===== src/rtl/conv_pkg.sv =====
// rtl/conv_pkg.sv - shared states, phase lengths and width helpers for the conv layer controller
//
// Purpose: common definitions for conv_layer_ctrl and the address generators.
// Ports:   none (package).
// Note:    flat_len() takes the pooling switch as an argument; the top feeds it
//          from the CONV_LAYER_CTRL_POOL_EN macro.
package conv_pkg;

  typedef enum logic [3:0] {
    ST_IDLE    = 4'd0,
    ST_FETCH   = 4'd1,
    ST_CONV    = 4'd2,
    ST_WR_CONV = 4'd3,
    ST_ROW_CHK = 4'd4,
    ST_KER_CHK = 4'd5,
    ST_POOL_RD = 4'd6,
    ST_POOL_WR = 4'd7,
    ST_FLAT    = 4'd8,
    ST_DONE    = 4'd9
  } conv_state_e;

  // Three input rows per output row, plus the read pipeline drain.
  function automatic int fetch_len(input int img_w, input int read_lat);
    return 3 * img_w + read_lat;
  endfunction

  // Whole conv map read for one kernel, plus the read pipeline drain.
  function automatic int pool_len(input int img_w, input int img_h, input int read_lat);
    return img_w * img_h + read_lat;
  endfunction

  // One pooled word per 2x2 window.
  function automatic int pool_wr_len(input int img_w, input int img_h);
    return (img_w / 2) * (img_h / 2);
  endfunction

  function automatic int flat_len(input int num_kernel, input int img_w, input int img_h,
                                  input bit pool_en);
    return pool_en ? num_kernel * (img_w / 2) * (img_h / 2) : num_kernel * img_w * img_h;
  endfunction

  function automatic int cnt_w(input int num_kernel, input int img_w, input int img_h,
                               input int read_lat);
    return $clog2(num_kernel * img_w * img_h + read_lat + 1);
  endfunction

  function automatic int row_w(input int img_h);
    return $clog2(img_h);
  endfunction

  function automatic int ker_w(input int num_kernel);
    return (num_kernel > 1) ? $clog2(num_kernel) : 1;
  endfunction

endpackage


===== src/rtl/conv_phase_cnt.sv =====
// rtl/conv_phase_cnt.sv - terminal-count counter with hold and clear
//
// Purpose: up-counter reporting when it sits on a loadable terminal value.
// Ports:
//   clk, reset   clock, asynchronous active-high reset
//   hold_i       freezes the count (highest priority after reset)
//   clr_i        returns the count to 0 (beats inc_i)
//   inc_i        advances the count by one
//   last_i       terminal value compared against the current count
//   cnt_o        current count
//   at_last_o    cnt_o == last_i
module conv_phase_cnt #(
  parameter int WIDTH = 4
) (
  input  logic             clk,
  input  logic             reset,
  input  logic             hold_i,
  input  logic             clr_i,
  input  logic             inc_i,
  input  logic [WIDTH-1:0] last_i,
  output logic [WIDTH-1:0] cnt_o,
  output logic             at_last_o
);

  logic [WIDTH-1:0] cnt_q, cnt_d;

  always_comb begin
    cnt_d = cnt_q;
    if (!hold_i) begin
      if (clr_i) begin
        cnt_d = '0;
      end else if (inc_i) begin
        cnt_d = cnt_q + WIDTH'(1);
      end
    end
  end

  always_ff @(posedge clk or posedge reset) begin
    if (reset) begin
      cnt_q <= '0;
    end else begin
      cnt_q <= cnt_d;
    end
  end

  assign cnt_o     = cnt_q;
  assign at_last_o = (cnt_q == last_i);

endmodule


===== src/rtl/conv_layer_ctrl.sv =====
// rtl/conv_layer_ctrl.sv - sequencing controller for conv, ReLU, max-pool and flatten
//
// Purpose: walks rows and kernels through fetch/conv/write, then pooling and
//          flatten, driving one-cycle-granular enables to the datapath.
// Config:  CONV_LAYER_CTRL_POOL_EN builds the POOL_RD/POOL_WR stage; without it
//          the last kernel goes straight to FLAT over the full-size maps.
// Ports:
//   clk, reset         clock, asynchronous active-high reset
//   start              run request, sampled only in IDLE
//   stall              holds state and counters, forces enables low
//   busy, done         run in progress / one-cycle completion pulse
//   fetch_en .. flat_en  per-phase enables (state decode, masked by stall)
//   local_idx, row_idx, ker_idx  phase, row and kernel counters
module conv_layer_ctrl
  import conv_pkg::*;
#(
  parameter  int IMG_W      = 64,
  parameter  int IMG_H      = 64,
  parameter  int NUM_KERNEL = 2,
  parameter  int READ_LAT   = 1,
  localparam int CNT_W      = cnt_w(NUM_KERNEL, IMG_W, IMG_H, READ_LAT),
  localparam int ROW_W      = row_w(IMG_H),
  localparam int KER_W      = ker_w(NUM_KERNEL)
) (
  input  logic             clk,
  input  logic             reset,
  input  logic             start,
  input  logic             stall,
  output logic             busy,
  output logic             done,
  output logic             fetch_en,
  output logic             conv_en,
  output logic             wr_conv_en,
  output logic             pool_rd_en,
  output logic             pool_wr_en,
  output logic             flat_en,
  output logic [CNT_W-1:0] local_idx,
  output logic [ROW_W-1:0] row_idx,
  output logic [KER_W-1:0] ker_idx
);

`ifdef CONV_LAYER_CTRL_POOL_EN
  localparam bit POOL_EN = 1'b1;
  localparam logic [CNT_W-1:0] LAST_POOL_RD = CNT_W'(pool_len(IMG_W, IMG_H, READ_LAT) - 1);
  localparam logic [CNT_W-1:0] LAST_POOL_WR = CNT_W'(pool_wr_len(IMG_W, IMG_H) - 1);
  localparam logic [CNT_W-1:0] POOL_RD_ON   = CNT_W'(IMG_W * IMG_H);
`else
  localparam bit POOL_EN = 1'b0;
`endif

  localparam logic [CNT_W-1:0] LAST_FETCH = CNT_W'(fetch_len(IMG_W, READ_LAT) - 1);
  localparam logic [CNT_W-1:0] LAST_LINE  = CNT_W'(IMG_W - 1);
  localparam logic [CNT_W-1:0] LAST_FLAT  = CNT_W'(flat_len(NUM_KERNEL, IMG_W, IMG_H, POOL_EN) - 1);
  // Reads are issued for the first 3*IMG_W cycles; the tail only drains latency.
  localparam logic [CNT_W-1:0] FETCH_ON   = CNT_W'(3 * IMG_W);

  conv_state_e state_q, state_d;

  logic [CNT_W-1:0] phase_last;
  logic             local_clr, local_hold, local_tc;
  logic             row_step, row_tc;
  logic             ker_step, ker_tc;

  always_ff @(posedge clk or posedge reset) begin
    if (reset) begin
      state_q <= ST_IDLE;
    end else begin
      state_q <= state_d;
    end
  end

  // Terminal local_idx value for the current phase.
  always_comb begin
    phase_last = '0;
    case (state_q)
      ST_FETCH:            phase_last = LAST_FETCH;
      ST_CONV, ST_WR_CONV: phase_last = LAST_LINE;
`ifdef CONV_LAYER_CTRL_POOL_EN
      ST_POOL_RD:          phase_last = LAST_POOL_RD;
      ST_POOL_WR:          phase_last = LAST_POOL_WR;
`endif
      ST_FLAT:             phase_last = LAST_FLAT;
      default:             phase_last = '0;
    endcase
  end

  always_comb begin
    state_d    = state_q;
    busy       = 1'b1;
    done       = 1'b0;
    fetch_en   = 1'b0;
    conv_en    = 1'b0;
    wr_conv_en = 1'b0;
    pool_rd_en = 1'b0;
    pool_wr_en = 1'b0;
    flat_en    = 1'b0;
    row_step   = 1'b0;
    ker_step   = 1'b0;

    case (state_q)
      ST_IDLE: begin
        busy = 1'b0;
        if (start) state_d = ST_FETCH;
      end
      ST_FETCH: begin
        fetch_en = (local_idx < FETCH_ON);
        if (local_tc) state_d = ST_CONV;
      end
      ST_CONV: begin
        conv_en = 1'b1;
        if (local_tc) state_d = ST_WR_CONV;
      end
      ST_WR_CONV: begin
        wr_conv_en = 1'b1;
        if (local_tc) state_d = ST_ROW_CHK;
      end
      ST_ROW_CHK: begin
        row_step = 1'b1;
        state_d  = row_tc ? ST_KER_CHK : ST_FETCH;
      end
      ST_KER_CHK: begin
        ker_step = 1'b1;
`ifdef CONV_LAYER_CTRL_POOL_EN
        state_d  = ker_tc ? ST_POOL_RD : ST_FETCH;
`else
        state_d  = ker_tc ? ST_FLAT : ST_FETCH;
`endif
      end
`ifdef CONV_LAYER_CTRL_POOL_EN
      ST_POOL_RD: begin
        pool_rd_en = (local_idx < POOL_RD_ON);
        if (local_tc) state_d = ST_POOL_WR;
      end
      ST_POOL_WR: begin
        pool_wr_en = 1'b1;
        if (local_tc) begin
          ker_step = 1'b1;
          state_d  = ker_tc ? ST_FLAT : ST_POOL_RD;
        end
      end
`endif
      ST_FLAT: begin
        flat_en = 1'b1;
        if (local_tc) state_d = ST_DONE;
      end
      ST_DONE: begin
        done    = 1'b1;
        state_d = ST_IDLE;
      end
      default: begin
        state_d = ST_IDLE;
      end
    endcase

    // Stall freezes everything except start acceptance in IDLE.
    if (stall && (state_q != ST_IDLE)) begin
      state_d    = state_q;
      done       = 1'b0;
      fetch_en   = 1'b0;
      conv_en    = 1'b0;
      wr_conv_en = 1'b0;
      pool_rd_en = 1'b0;
      pool_wr_en = 1'b0;
      flat_en    = 1'b0;
      row_step   = 1'b0;
      ker_step   = 1'b0;
    end
  end

  // local_idx restarts on every state change; parked at 0 while idle.
  assign local_hold = stall && (state_q != ST_IDLE);
  assign local_clr  = (state_d != state_q) || (state_q == ST_IDLE);

  conv_phase_cnt #(.WIDTH(CNT_W)) u_local_cnt (
    .clk       (clk),
    .reset     (reset),
    .hold_i    (local_hold),
    .clr_i     (local_clr),
    .inc_i     (1'b1),
    .last_i    (phase_last),
    .cnt_o     (local_idx),
    .at_last_o (local_tc)
  );

  // Row and kernel counters wrap to 0 on their last value so every run and
  // the following phase start from index 0.
  conv_phase_cnt #(.WIDTH(ROW_W)) u_row_cnt (
    .clk       (clk),
    .reset     (reset),
    .hold_i    (stall),
    .clr_i     (row_step && row_tc),
    .inc_i     (row_step),
    .last_i    (ROW_W'(IMG_H - 1)),
    .cnt_o     (row_idx),
    .at_last_o (row_tc)
  );

  conv_phase_cnt #(.WIDTH(KER_W)) u_ker_cnt (
    .clk       (clk),
    .reset     (reset),
    .hold_i    (stall),
    .clr_i     (ker_step && ker_tc),
    .inc_i     (ker_step),
    .last_i    (KER_W'(NUM_KERNEL - 1)),
    .cnt_o     (ker_idx),
    .at_last_o (ker_tc)
  );

endmodule


===== config.mk =====
export PLATFORM = sky130hd
export DESIGN_NAME = conv_layer_ctrl
export DESIGN_NICKNAME = d
export VERILOG_FILES = /design/src/rtl/conv_pkg.sv /design/src/rtl/conv_phase_cnt.sv /design/src/rtl/conv_layer_ctrl.sv
export SDC_FILE = /design/constraint.sdc
export NUM_CORES = 1
export LEC_CHECK = 0
export CAP_MARGIN = 25
export CORE_MARGIN = 3
export CORE_UTILIZATION = 31
export DETAILED_ROUTE_END_ITERATION = 10
export GPL_TIMING_DRIVEN = 0
export PLACE_DENSITY = 0.55
export RECOVER_POWER = 25
export SLEW_MARGIN = 25
export SYNTH_ARGS = -nofsm -noshare
export SYNTH_HDL_FRONTEND = slang
export SYNTH_HIERARCHICAL = 1
export SYNTH_SLANG_ARGS = --single-unit

===== constraint.sdc =====
create_clock -name clk -period 7.2 [get_ports clk]
set_clock_uncertainty 0.1 [all_clocks]
set_input_delay 1.08 -clock clk [delete_from_list [all_inputs] [get_ports clk]]
set_output_delay 1.08 -clock clk [all_outputs]
set_load 0.05 [all_outputs]

== Yosys cells after proc, flatten, opt, wreduce, memory -nomap -nowiden ==
Cells that the tools add are included.
Widths: inputs -> output; s select.

* Output and inout bits: 29
* Register bits after elaboration: 25
* Logic and storage cells: 60
* Input bits: 4

* Eq/ne operators: 10
* Add/sub/neg operators: 3
* Reduce and logical (&&, ||, !) cells: 11
* $lt $le $gt $ge: 1
* Mux-type cells: 30
* Bitwise operators: 1

{| class="wikitable"
|+ Operators by type and width
! operator !! count
|-
| $pmux 13 s3 || 1
|-
| $mux 4 || 7
|-
| $pmux 4 s7 || 1
|-
| $mux 1 || 17
|-
| $add 14x1->14 const B || 1
|-
| $eq 14x13->1 || 1
|-
| $lt 14x8->1 const B || 1
|-
| $mux 14 || 1
|-
| $mux 6 || 2
|-
| $eq 4x2->1 const B || 2
|-
| $eq 4x3->1 const B || 2
|-
| $eq 4x4->1 const B || 2
|-
| $add 6x1->6 const B || 1
|-
| $eq 6x6->1 const B || 1
|-
| $eq 4x1->1 const B || 1
|-
| $logic_not 4->1 || 1
|-
| $ne 4x4->1 || 1
|-
| $reduce_and 2->1 || 2
|-
| $reduce_bool 2->1 || 2
|-
| $reduce_bool 4->1 || 1
|-
| $logic_and 1x1->1 || 3
|-
| $mux 3 || 1
|-
| $reduce_or 2->1 || 1
|-
| $add 1x1->1 const B || 1
|-
| 2 further kinds || 2
|}

== Logic depth before layout (Yosys ltp) ==
* Depth after elaboration: 10
* Gate-level depth with buffers: 17
* Depth with buffers taken out: 15

== Modules after synthesis ==
Netlist, hierarchy kept.

{| class="wikitable"
|+ By module, submodules not included
! module !! area an instance (µm²) !! cells each !! times used !! seq. area each (µm²)
|-
| conv_phase_cnt (u_local_cnt) || 922.1 || 100 || 1 || 350.3
|-
| conv_layer_ctrl || 530.5 || 77 || 1 || 100.1
|-
| conv_phase_cnt (u_row_cnt) || 395.4 || 42 || 1 || 150.1
|-
| conv_phase_cnt (u_ker_cnt) || 67.6 || 6 || 1 || 25.0
|}

== Worst setup path after synthesis ==
No wires, ideal clock.

* Path kind: input-to-output
* Start point: input port stall
* End point: output port flat_en
* Data arrival time: 2.811 ns
* Stages on the path: 2
* Slack: 3.209 ns
* Cells stage by stage: clkbuf_1 nor4_1

* Word-level cells in the longest chain between the ends: 2

{| class="wikitable"
|+ Ends and longest elaborated chain
! what !! RTL line !! source
|-
| start, declared || conv_layer_ctrl.sv:28 || <nowiki>input logic stall,</nowiki>
|-
| $logic_and 1x1->1 || conv_layer_ctrl.sv:156 || <nowiki>if (stall && (state_q != ST_IDLE)) begin</nowiki>
|-
| $mux 1 || conv_layer_ctrl.sv:156 ||
|-
| end, declared || conv_layer_ctrl.sv:36 || <nowiki>output logic flat_en,</nowiki>
|}

Every way passes these cells.

== Worst setup path in the final report ==
* Start point: register state_q[2]
* End point: register u_local_cnt.cnt_q[12] (netlist: u_local_cnt/cnt_o[12])

* Word-level cells in the longest chain between the ends: 10

{| class="wikitable"
|+ Ends and longest elaborated chain
! what !! RTL line !! source
|-
| start, declared || conv_layer_ctrl.sv:57 || <nowiki>conv_state_e state_q, state_d;</nowiki>
|-
| start signal, assigned || conv_layer_ctrl.sv:68 || <nowiki>state_q <= state_d;</nowiki>
|-
| $eq 4x2->1 || conv_layer_ctrl.sv:75 || <nowiki>case (state_q)</nowiki>
|-
| $reduce_or 2->1 || conv_layer_ctrl.sv:75 ||
|-
| $pmux 13 s3 (*) || conv_layer_ctrl.sv:75 ||
|-
| net phase_last[10] || conv_layer_ctrl.sv:59 || <nowiki>logic [CNT_W-1:0] phase_last;</nowiki>
|-
| $eq 14x13->1 (*) || conv_phase_cnt.sv:47 || <nowiki>assign at_last_o = (cnt_q == last_i);</nowiki>
|-
| net local_tc || conv_layer_ctrl.sv:60 || <nowiki>logic local_clr, local_hold, local_tc;</nowiki>
|-
| $mux 4, on equally long branches || -- ||
|-
| $pmux 4 s7 (*) || conv_layer_ctrl.sv:100 || <nowiki>case (state_q)</nowiki>
|-
| $mux 4 (*) || conv_layer_ctrl.sv:156 ||
|-
| $ne 4x4->1 (*) || conv_layer_ctrl.sv:172 || <nowiki>assign local_clr = (state_d != state_q) || (state_q == ST_IDLE);</nowiki>
|-
| $logic_or 1x1->1 (*) || conv_layer_ctrl.sv:172 ||
|-
| net local_clr || conv_layer_ctrl.sv:60 ||
|-
| $mux 14 (*) || conv_phase_cnt.sv:30 || <nowiki>if (clr_i) begin</nowiki>
|-
| end signal, assigned || conv_phase_cnt.sv:42 || <nowiki>cnt_q <= cnt_d;</nowiki>
|-
| end, declared || conv_phase_cnt.sv:25 || <nowiki>logic [WIDTH-1:0] cnt_q, cnt_d;</nowiki>
|}

The timed path passes the listed nets; every way through them passes the cells marked *.
A chain may end at the register's enable or synchronous reset.

==> results.txt <==
Startpoint Class = flop
initial antenna violation count = 0
first-pass GRT wire length = 8.49 mm
Final Max Slew Viols = 0
Die Wd = 84.6 µm
# setup viols final = 0
clock root buffer = clkbuf_8
max_cap viols = 0
CTS tree = built
max incr delay on CP = 0.64 ns
Post-synth EDFFs = 0
crit-path max FO = 10
post-DP HPWL = 3.55 mm
maximum VDD drop = 0.144 mV
Multi-input gate area = 1260 µm²
pre-CTS setup slack = 2.44 ns
Post-CTS Setup Bufs = 0
DRT Wirelength = 4.83 mm
# DRC = 0
Final TNS setup = 0 ns
via count of the routed design = 1757
Diodes inserted = 0
post-synthesis sequential area ratio = 32.7%
Leak = 1.04 nW
worst path bufs/invs = 2
Fillers = 633
worst setup margin = 2.40 ns
Synth Instances = 225
Worst-Skew Late Latency = 0.28 ns
register bit count reported by yosys = 25
fmax = 208 MHz
post-route ant nets = 0
CTS Buf Count = 3
Synth Warn # = 6
largest net degree at the start of global routing = 15
CP Depth = 15
cts repair resizes = 0
ratio of cells with drive above 1 in the final layout = 9.93%
worst r2r path cells = 15
routed len/inst = 13.9 µm
Initial Utilization = 32.2%
vias in the first global route = 1755
Starting DRT DRC Count = 86
CTS clk-pin slew, worst paths = 0.10 ns
hold path depth = 1
Final Wtd Congestion = 0.863
Synth cell types = 56
Clock Sinks = 25
drt pass-1 iters = 4
Worst EP required = 7.28 ns
Hold Slack = 0.447 ns
Core Area = 5960 µm²
Pwr per Cell Area = 176 nW/µm²
die area = 7160 µm²
cell area after layout = 2420 µm²
Post-CTS Hold Buffers = 0
crit share post-route = 66.6%
Synth async-reset ratio = 100%
Post-Syn Area = 1920 µm²
crit path DAT = 4.88 ns
global route overflow = 0
Vias/cell = 5.06
Crit. End Element = flop
family with the most delay on the worst path = simple AND/OR/NAND/NOR gates
floorplan die height = 84.6 µm
Register Area = 626 µm²
minimum clock period = 4.80 ns
crit path cell chain = clkbuf_1 > nand2b_1 > nor3_1 > xor2_1 > nor4_1 > nand3_1 > nor3_1 > nor4bb_1 > nor3_2 > o32ai_1 > a221o_1 > and2b_2 > clkbuf_1 > nor2_1 > a41o_1
Crit Path Category = flop to flop
Relative slew margins = 45.5%
syn_area_per_cell = 8.51 µm²
ys flop type = dfrtp_1
Port Buffer Count = 30
Final Hold Vio Count = 0
CP max stage cell = nor3_1
Final Core Density = 40.6%
HP Class = flop to flop
Worst Max-Slew Pin Slew = 0.811 ns
CTS H-tree lvls = 1
Cell Rows = 28
status = finished clean
P&R area growth vs syn = 26.2%
placed instance area = 2360 µm²
CTS Buffer Depth = 2
io pins = 33
Total GRT Usage = 14.4%
unrepaired setup endpoints after global routing = no
nets = 279
[path summary, 6_finish.rpt]
check / to / slack (ns) / from
max: u_local_cnt/cnt_o[12]$_DFFE_PP0P_ / 2.40 / state_q[2]$_DFF_PP0_
min: u_row_cnt/cnt_o[5]$_DFFE_PP0P_ / 0.45 / u_row_cnt/cnt_o[5]$_DFFE_PP0P_
max reg2reg: u_local_cnt/cnt_o[12]$_DFFE_PP0P_ / 2.40 / state_q[2]$_DFF_PP0_
min reg2reg: u_row_cnt/cnt_o[5]$_DFFE_PP0P_ / 0.45 / u_row_cnt/cnt_o[5]$_DFFE_PP0P_
max in group asynchronous: u_local_cnt/cnt_o[7]$_DFFE_PP0P_ / 5.32 / reset
min in group asynchronous: u_ker_cnt/cnt_o$_DFFE_PP0P_ / 1.06 / reset
[cells by family after synthesis]
group / after synthesis / share of synthesized area, %
AOI/OAI and AO/OA: 50 / 18.3
xor gates and xnor gates: 27 / 12.3
adders and majority gates: 2 / 1.31
buffers and inverters: 18 / 4.83
DFF: 25 / 32.7
muxes: 3 / 1.57
other: 2 / 0.392
and+or+nand+nor: 98 / 28.6
[layout make-up]
cell class | count | area share [%]
Buffer | 13 | 3.05
Clock buffer | 3 | 1.71
Clock inverter | 1 | 0.207
Inverter | 5 | 0.776
Multi-Input combinational cell | 195 | 52.1
Sequential cell | 25 | 25.9
Tap cell | 75 | 3.88
Timing Repair Buffer | 30 | 12.4
[synth_stat cells, types with 2 or more instances]
| cell | number | area share [%] |
|---|---|---|
| a31oi_1 | 3 | 0.98 |
| nor3_1 | 9 | 2.4 |
| conb_1 | 2 | 0.39 |
| nand2_1 | 20 | 3.9 |
| dfrtp_1 | 25 | 33 |
| or4_1 | 3 | 1.2 |
| o21ai_0 | 11 | 2.9 |
| clkbuf_1 | 4 | 0.78 |
| ha_1 | 2 | 1.3 |
| nor2b_1 | 3 | 0.98 |
| or3_1 | 3 | 0.98 |
| inv_1 | 5 | 0.98 |
| a22o_1 | 2 | 0.91 |
| nor4bb_1 | 2 | 1.0 |
| nand3_1 | 3 | 0.78 |
| a21oi_1 | 12 | 3.1 |
| nand4_1 | 8 | 2.6 |
| xor2_1 | 8 | 3.7 |
| buf_4 | 3 | 1.2 |
| and2b_2 | 2 | 0.91 |
| nor2_1 | 18 | 3.5 |
| mux2i_1 | 3 | 1.6 |
| nand2b_1 | 5 | 1.6 |
| xnor2_1 | 19 | 8.7 |
| and2_1 | 2 | 0.65 |
| buf_2 | 4 | 1.0 |
| o21bai_1 | 4 | 1.6 |
| and3_1 | 4 | 1.3 |
| o31ai_1 | 2 | 0.78 |
| nor4_1 | 7 | 2.3 |
| a41o_1 | 2 | 1.0 |
[state kept, by name (all words and copies together) (netlist names)]
name,cells
u_local_cnt/cnt_o,14
u_ker_cnt/cnt_o,1
state_q,4
u_row_cnt/cnt_o,6
[cell usage in the layout (no fill, tap or decap), drive strengths merged, types with 2 or more instances in the layout]
cell type,Yosys,final
conb,2,15
a41o,2,2
o31ai,2,2
clkdlybuf4s50,0,29
nor2b,3,3
a22o,3,3
nand2b,5,5
nor3,10,10
xor2,8,8
or4,3,3
clkbuf,5,8
o21bai,5,5
o41ai,2,2
and2,2,2
a21oi,12,12
nand2,20,20
a31oi,3,3
a21o,2,2
and3,4,4
xnor2,19,19
inv,5,5
nor4bb,2,2
nand3,3,3
and2b,2,2
ha,2,2
buf,8,8
o21ai,11,11
nor4,7,7
nor2,18,18
or3,4,4
nand4,9,9
mux2i,3,3
dfrtp,25,25
[power breakdown]
part	leakage (nW)	switching (mW)	internal, mW	total [mW]
combinational	0.683	0.103	0.0632	0.166
clock	0.0255	0.0497	0.0389	0.0886
sequential	0.333	0.0193	0.153	0.172
total	1.04	0.172	0.255	0.426
[stage by stage]
step,power (mW),cells
finish,0.426,347
global route,0.452,347
CTS,0.434,347
detailed placement,0.341,343
global placement,0.340,343
floorplan,0.293,238
[layer usage]
layer | GRT usage (%) | part of all wire (%) | vias to the layer above | wire length (µm)
met3 | 2.75 | 2.9 | 3 | 141
met4 | 2.88 | 0.46 | 0 | 22
li1 | - | - | 898 | -
met5 | 0 | 0 | - | 0
met1 | 20.1 | 50 | 824 | 2400
met2 | 23.4 | 47 | 32 | 2260
Power figures use the tool's default switching activity.
